<file path="src/rtl/video_timing_rx.sv">
// rtl/video_timing_rx.sv - video timing measurement, lock FSM and pixel recovery; optional frame CRC via VTRX_CRC_EN
module video_timing_rx #(
  parameter int CNT_W  = 12,
  parameter bit HS_POL = 1'b0,
  parameter bit VS_POL = 1'b0
) (
  input  logic             clk,
  input  logic             rst_n,
  input  logic             de,
  input  logic             hs,
  input  logic             vs,
  input  logic [23:0]      pixel,
  output logic             locked,
  output logic [CNT_W-1:0] h_total,
  output logic [CNT_W-1:0] h_active,
  output logic [CNT_W-1:0] v_total,
  output logic [CNT_W-1:0] v_active,
  output logic             pix_valid,
  output logic [23:0]      pix_out,
  output logic [CNT_W-1:0] x,
  output logic [CNT_W-1:0] y,
  output logic             frame_start,
  output logic             timing_err,
  output logic [15:0]      frame_crc,
  output logic             crc_valid
);

  localparam logic [CNT_W-1:0] CNT_MAX = {CNT_W{1'b1}};
  localparam logic [CNT_W-1:0] CNT_ONE = {{(CNT_W-1){1'b0}}, 1'b1};

  typedef enum logic [1:0] {SEARCH, MEASURE, VERIFY, LOCKED} state_t;

  state_t           state;
  logic             armed;
  logic             de_s1, hs_s1, vs_s1, hs_s1_q, vs_s1_q;
  logic [23:0]      pix_s1;
  logic [CNT_W-1:0] h_cnt, da_cnt, v_cnt, va_cnt, h_tot_f, h_act_f;
  logic [CNT_W-1:0] cand_htot, cand_hact, cand_vt, cand_va;
  logic [CNT_W-1:0] lk_htot, lk_hact, lk_vt, lk_va;
  logic             pv2, fs2, err2;
  logic [23:0]      px2;
  logic [CNT_W-1:0] x2, y2;

  // Syncs are reduced to "active" flags so everything downstream is polarity-free
  logic             ls, fs, line_had_de, sat, line_bad, frame_bad, match, pix_ok;
  logic [CNT_W-1:0] line_len, da_base, va_fin, va_base, h_tot_fin, h_act_fin;

  assign ls          = hs_s1 & ~hs_s1_q;
  assign fs          = vs_s1 & ~vs_s1_q;
  assign line_len    = h_cnt + CNT_ONE;
  assign line_had_de = (da_cnt != '0);
  assign da_base     = ls ? '0 : da_cnt;
  assign va_fin      = va_cnt + ((ls && line_had_de) ? CNT_ONE : '0);
  assign va_base     = fs ? '0 : va_fin;
  assign h_tot_fin   = ls ? line_len : h_tot_f;
  assign h_act_fin   = (ls && line_had_de) ? da_cnt : h_act_f;
  // A sync edge arriving at the saturated count is still a valid boundary
  assign sat         = ((h_cnt == CNT_MAX) && !ls) || ((v_cnt == CNT_MAX) && !fs);
  assign line_bad    = ls && ((line_len != lk_htot) || (line_had_de && (da_cnt != lk_hact)));
  assign frame_bad   = fs && ((v_cnt != lk_vt) || (va_fin != lk_va));
  assign match       = (h_tot_fin == cand_htot) && (h_act_fin == cand_hact) &&
                       (v_cnt == cand_vt) && (va_fin == cand_va);
  assign pix_ok      = de_s1 && (state == LOCKED) && !sat && !line_bad && !frame_bad;

  // Input register stage plus one-cycle history of the sync flags for edge detection
  always_ff @(posedge clk or negedge rst_n) begin
    if (!rst_n) begin
      de_s1 <= 1'b0; hs_s1 <= 1'b0; vs_s1 <= 1'b0; pix_s1 <= '0;
      hs_s1_q <= 1'b0; vs_s1_q <= 1'b0;
    end else begin
      de_s1   <= de;
      hs_s1   <= (hs == HS_POL);
      vs_s1   <= (vs == VS_POL);
      pix_s1  <= pixel;
      hs_s1_q <= hs_s1;
      vs_s1_q <= vs_s1;
    end
  end

  // Geometry counters; the hs/vs-coincident line is counted as line 0 of the new frame
  always_ff @(posedge clk or negedge rst_n) begin
    if (!rst_n) begin
      h_cnt <= '0; da_cnt <= '0; v_cnt <= '0; va_cnt <= '0; h_tot_f <= '0; h_act_f <= '0;
    end else begin
      h_cnt   <= ls ? '0 : ((h_cnt == CNT_MAX) ? h_cnt : h_cnt + CNT_ONE);
      da_cnt  <= da_base + (de_s1 ? CNT_ONE : '0);
      va_cnt  <= va_base;
      v_cnt   <= fs ? (ls ? CNT_ONE : '0)
                    : ((ls && (v_cnt != CNT_MAX)) ? v_cnt + CNT_ONE : v_cnt);
      h_tot_f <= h_tot_fin;
      h_act_f <= h_act_fin;
    end
  end

  // Lock FSM; armed=0 means the current frame is partial and must be skipped
  always_ff @(posedge clk or negedge rst_n) begin
    if (!rst_n) begin
      state <= SEARCH; armed <= 1'b0; err2 <= 1'b0;
      cand_htot <= '0; cand_hact <= '0; cand_vt <= '0; cand_va <= '0;
      lk_htot <= '0; lk_hact <= '0; lk_vt <= '0; lk_va <= '0;
    end else begin
      err2 <= 1'b0;
      if (sat) begin
        if (state == LOCKED) err2 <= 1'b1;
        state <= SEARCH;
      end else begin
        case (state)
          SEARCH: if (fs) begin
            state <= MEASURE; armed <= 1'b1;
          end
          MEASURE: if (fs) begin
            if (armed) begin
              cand_htot <= h_tot_fin; cand_hact <= h_act_fin;
              cand_vt <= v_cnt; cand_va <= va_fin;
              state <= VERIFY;
            end else begin
              armed <= 1'b1;
            end
          end
          VERIFY: if (fs) begin
            if (match) begin
              lk_htot <= cand_htot; lk_hact <= cand_hact; lk_vt <= cand_vt; lk_va <= cand_va;
              state <= LOCKED;
            end else begin
              state <= MEASURE; armed <= 1'b1;
            end
          end
          LOCKED: if (line_bad || frame_bad) begin
            err2 <= 1'b1; state <= MEASURE; armed <= fs;
          end
          default: state <= SEARCH;
        endcase
      end
    end
  end

  // Pixel stage: coordinates captured alongside the pixel they belong to
  always_ff @(posedge clk or negedge rst_n) begin
    if (!rst_n) begin
      pv2 <= 1'b0; px2 <= '0; x2 <= '0; y2 <= '0; fs2 <= 1'b0;
    end else begin
      pv2 <= pix_ok;
      px2 <= pix_s1;
      x2  <= da_base;
      y2  <= va_base;
      fs2 <= pix_ok && (da_base == '0) && (va_base == '0);
    end
  end

  // Output registers; geometry only follows the locked values while locked
  always_ff @(posedge clk or negedge rst_n) begin
    if (!rst_n) begin
      locked <= 1'b0; timing_err <= 1'b0; pix_valid <= 1'b0; pix_out <= '0;
      x <= '0; y <= '0; frame_start <= 1'b0;
      h_total <= '0; h_active <= '0; v_total <= '0; v_active <= '0;
    end else begin
      locked      <= (state == LOCKED);
      timing_err  <= err2;
      pix_valid   <= pv2;
      pix_out     <= px2;
      x           <= x2;
      y           <= y2;
      frame_start <= fs2;
      if (state == LOCKED) begin
        h_total <= lk_htot; h_active <= lk_hact; v_total <= lk_vt; v_active <= lk_va;
      end
    end
  end

`ifdef VTRX_CRC_EN
  function automatic logic [15:0] crc24(input logic [15:0] c, input logic [23:0] d);
    logic [15:0] r;
    r = c;
    for (int i = 23; i >= 0; i--) begin
      r = (r[15] ^ d[i]) ? ((r << 1) ^ 16'h1021) : (r << 1);
    end
    return r;
  endfunction

  logic [15:0] crc_run;
  logic        crc_have;

  // Running CRC per frame, published at the next frame's first pixel
  always_ff @(posedge clk or negedge rst_n) begin
    if (!rst_n) begin
      crc_run <= 16'hFFFF; crc_have <= 1'b0; frame_crc <= '0; crc_valid <= 1'b0;
    end else begin
      crc_valid <= 1'b0;
      if (pv2) begin
        if (fs2) begin
          crc_valid <= crc_have;
          if (crc_have) frame_crc <= crc_run;
          crc_run  <= crc24(16'hFFFF, px2);
          crc_have <= 1'b1;
        end else begin
          crc_run <= crc24(crc_run, px2);
        end
      end else if (state != LOCKED) begin
        crc_have <= 1'b0;
      end
    end
  end
`else
  assign frame_crc = 16'h0000;
  assign crc_valid = 1'b0;
`endif

endmodule

</file>
<file path="config.mk">
export PLATFORM = sky130hd
export DESIGN_NAME = video_timing_rx
export DESIGN_NICKNAME = d
export VERILOG_FILES = /design/src/rtl/video_timing_rx.sv
export SDC_FILE = /design/constraint.sdc
export NUM_CORES = 1
export LEC_CHECK = 0
export ABC_AREA = 0
export BUFFER_PORTS_ARGS = -buffer_cell sky130_fd_sc_hd__buf_2
export CORE_MARGIN = 2
export CORE_UTILIZATION = 28
export CTS_CLUSTER_SIZE = 14
export DETAILED_ROUTE_END_ITERATION = 8
export GPL_ROUTABILITY_DRIVEN = 0
export PLACE_DENSITY = 0.54
export SLEW_MARGIN = 10
export SYNTH_ARGS = -nofsm -noshare
export SYNTH_HDL_FRONTEND = slang
export SYNTH_SLANG_ARGS = --single-unit
</file>
<file path="constraint.sdc">
create_clock -name clk -period 10.9 [get_ports clk]
set_input_delay 0.545 -clock clk [delete_from_list [all_inputs] [get_ports clk]]
set_output_delay 0.545 -clock clk [all_outputs]
set_load 0.02 [all_outputs]
</file>
==> flow_summary_export.csv <==
group,metric,value,unit
status,status,"complete, no violations",
grt,grt_overflow,0,
clock_tree,clkSinkCount,339,
detailed_routing,ant_nets,0,
synthesis,synth_area,14460,sq um
place,dp.final_hpwl,25.11,mm
detailed_routing,routedWlPerCell,17.98,microns
detailed_routing,first_iter_violations,771,
setup_path,end_kind,"register",
timing,min_period,5.650,ns
setup_path,r2r-end,"lk_hact[0]$_DFFE_PN0P_",
power,internal_power,2.349,mW
layout,nFillCells,5129,
layout,drive_above_1_share,23.88,%
synthesis,ys.flop_type,"dfrtp_1",
timing,fin_skew,0.01693,ns
layout,layout.nets,1370,
floorplan,die_h,231.2,microns
power,clkPwrFrac,40.3,%
layout,syn_to_final_growth,16.94,%
clock_tree,cts_buffers,39,
clock_tree,holdBufCountCts,0,
clock_tree,cts_buffer_depth,3,
clock_tree,cts_resized,0,
clock_tree,post_cts.repair.setup_buffers,0,
clock_tree,cts_htree_levels,2,
power,swShare,28.48,%
timing,setup_viol,0,
synthesis,synth_most_common_cell,"dfrtp_1",
floorplan,core_area,51200,sq um
grt,grt_max_degree,126,
synthesis,syn_area_per_cell,11.77,sq um
clock_tree,insertion_delay,0.55,ns
layout,fin_util,33.02,%
setup_path,critical_path_arrival,6.07,ns
clock_tree,cts_tree,"yes",
power,power.leakage,8.065,nW
grt,grt_antenna_before_repair,1,
setup_path,reg2reg_from,"hs_s1$_DFF_PN0_",
job,cap_viol_max_count,0,
timing,grt_setup_unrepaired,"false",
synthesis,synth_cells,1228,
synthesis,synth_area_leaders,"dfrtp_1 (59%), mux2_2 (6.8%), xnor2_1 (4.8%)",
synthesis,ys_types,73,
synthesis,yosys-top-cells-count,"dfrtp_1 (339), nand2_1 (138), mux2_2 (87), xnor2_1 (80), nor2_1 (67)",
setup_path,reg2reg_depth,16,
power,power.density,194.3,nW/um^2
synthesis,yosysWarningCount,0,
grt,grt_pass1_vias,9545,
timing,fin_hold_ws,0.1005,ns
grt,grt_pass1_wl,57.82,mm
setup_path,critPathKind,"register to register",
timing,worst_pin_slew,1.025,ns
power,p_seq_share,44.2,%
worst_hold_path,hold_path.class,"primary input to async pin",
synthesis,ys_ff_latch,339,
detailed_routing,routed_via_density,4.622,
synthesis,yosysTopAreaCell,"dfrtp_1",
floorplan,row_count,83,
place,placed_area,15610,sq um
timing,max-slew-margin-rel,31.70,%
floorplan,pin_count,146,
grt,track_usage,13.95,%
floorplan,dieArea,53460,sq um
detailed_routing,route.detailed.drc,0,
setup_path,rrSetupSlack,5.25,ns
synthesis,netlist.area_leader.share,58.69,%
timing,post-route-period-util,51.83,%
power,vdd.ir_drop.worst,0.08859,mV
layout,final_area,16900,sq um
setup_path,required,11.32,ns
timing,clock.fmax,177.0,MHz
setup_path,cp_max_fo,57,
power,p_comb_share,15.5,%
synthesis,synthArstFlopShare,100.0,%
clock_tree,clk_pin_slew,0.05,ns
detailed_routing,drt-total-wl,36.63,mm
place,port-buffer-count,128,
floorplan,die_w,231.2,microns
detailed_routing,drt_pass1_iterations,7,
synthesis,synth_edf_count,0,
clock_tree,root_buffer,"clkbuf_16",
power,p_sw,935.6,uW
timing,final_max_slew_viol_count,0,
place,detailedPlace.worstSlack,5.280,ns
timing,timing.final.ws_setup,5.250,ns
synthesis,yosysSeqAreaShare,58.69,%
setup_path,worstSetupStartpointType,"register",
detailed_routing,vias,9415,
floorplan,start_util,28.23,%
layout,n_antenna_cell,0,
layout,top_regs,"pix_out (24), pix_s1 (24), px2 (24)",
timing,hold_viol,0,
timing,fin_tns_setup,0,ns
==> cell type report <==
| cell class | count | area, sq um | area share [%] |
|---|---|---|---|
| well taps | 680 | 850.8 | 5.033 |
| clock inverters | 14 | 150.1 | 0.8882 |
| repair buffers | 138 | 725.7 | 4.293 |
| multi-input cells | 782 | 5436 | 32.16 |
| clock buffers | 54 | 1145 | 6.773 |
| flip-flops and latches | 339 | 8483 | 50.19 |
| inverters | 30 | 112.6 | 0.6662 |
==> worst max path at each step <==
stage | from | endpoint | slack, ns | cells after the start
CTS | da_cnt[1]$_DFF_PN0_ | lk_hact[0]$_DFFE_PN0P_ | 5.28 | 16
global placement | da_cnt[1]$_DFF_PN0_ | lk_vt[6]$_DFFE_PN0P_ | 5.36 | 16
detailed placement | da_cnt[1]$_DFF_PN0_ | lk_vt[3]$_DFFE_PN0P_ | 5.28 | 16
finish | hs_s1$_DFF_PN0_ | lk_hact[0]$_DFFE_PN0P_ | 5.25 | 16
floorplan | da_cnt[8]$_DFF_PN0_ | lk_hact[10]$_DFFE_PN0P_ | 6.68 | 18
global route | hs_s1$_DFF_PN0_ | lk_hact[11]$_DFFE_PN0P_ | 4.73 | 16
==> cell families after synthesis <==
logic type	share of synthesized area, %
adder cells (fa/ha/maj)	0.9521
AND/OR/NAND/NOR	12.46
AO/OA/AOI/OAI	6.431
XOR/XNOR	7.911
multiplexers	9.340
flip-flops	58.69
other	0.02594
buffers and inverters	4.198
==> placed cells by master (no fill, tap or decap), types with 10 or more instances in the layout <==
cell / count
buf_4: 10
conb_1: 17
buf_2: 127
or3_1: 12
o21ai_0: 48
mux2_2: 87
a21oi_1: 28
inv_1: 30
nand3_1: 35
nand4_1: 23
nor4_1: 17
clkbuf_16: 41
ha_1: 10
xnor2_1: 80
nor2_1: 67
and2_1: 14
nand2_1: 138
xor2_1: 48
mux2_4: 20
nor3_1: 13
dfrtp_1: 339
==> per-stage QoR <==
stage / std cells / power [mW]
after floorplan: 1244 / 1.794
after global placement: 1969 / 1.977
after detailed placement: 1969 / 1.986
after CTS: 2037 / 3.337
after global routing: 2037 / 3.460
final: 2037 / 3.285
==> power by group through the flow <==
stage / clock network, mW / registers (mW) / logic [mW]
6_report: 1.32 / 1.45 / 0.510
3_3_place_gp: 0 / 1.47 / 0.510
3_5_place_dp: 0 / 1.47 / 0.514
4_1_cts: 1.37 / 1.45 / 0.515
2_1_floorplan: 0 / 1.44 / 0.355
5_1_grt: 1.43 / 1.46 / 0.565
==> critical path, stage by stage, from the launching register on <==
cell       delay, ns
dfrtp_1         0.41
nor2b_4         0.16
buf_4           0.52
o21ai_2         0.29
inv_1           0.15
ha_1            0.20
ha_1            0.41
nand2_1         0.23
nor2_1          0.38
mux2i_1         0.26
nand4_1         0.12
a2111oi_0       0.42
and3_1          0.24
nand4_2         0.13
nor2_4          0.54
buf_4           0.61
mux2_2          0.40
==> layer usage <==
metal	GRT usage, %	vias to the layer above	part of all wire [%]
met4	3.790	0	2.1
met1	19.25	4763	46
met5	0	-	0
met2	21.98	231	47
met3	3.187	49	5.2
li1	-	4372	-
Power figures use the tool's default switching activity.
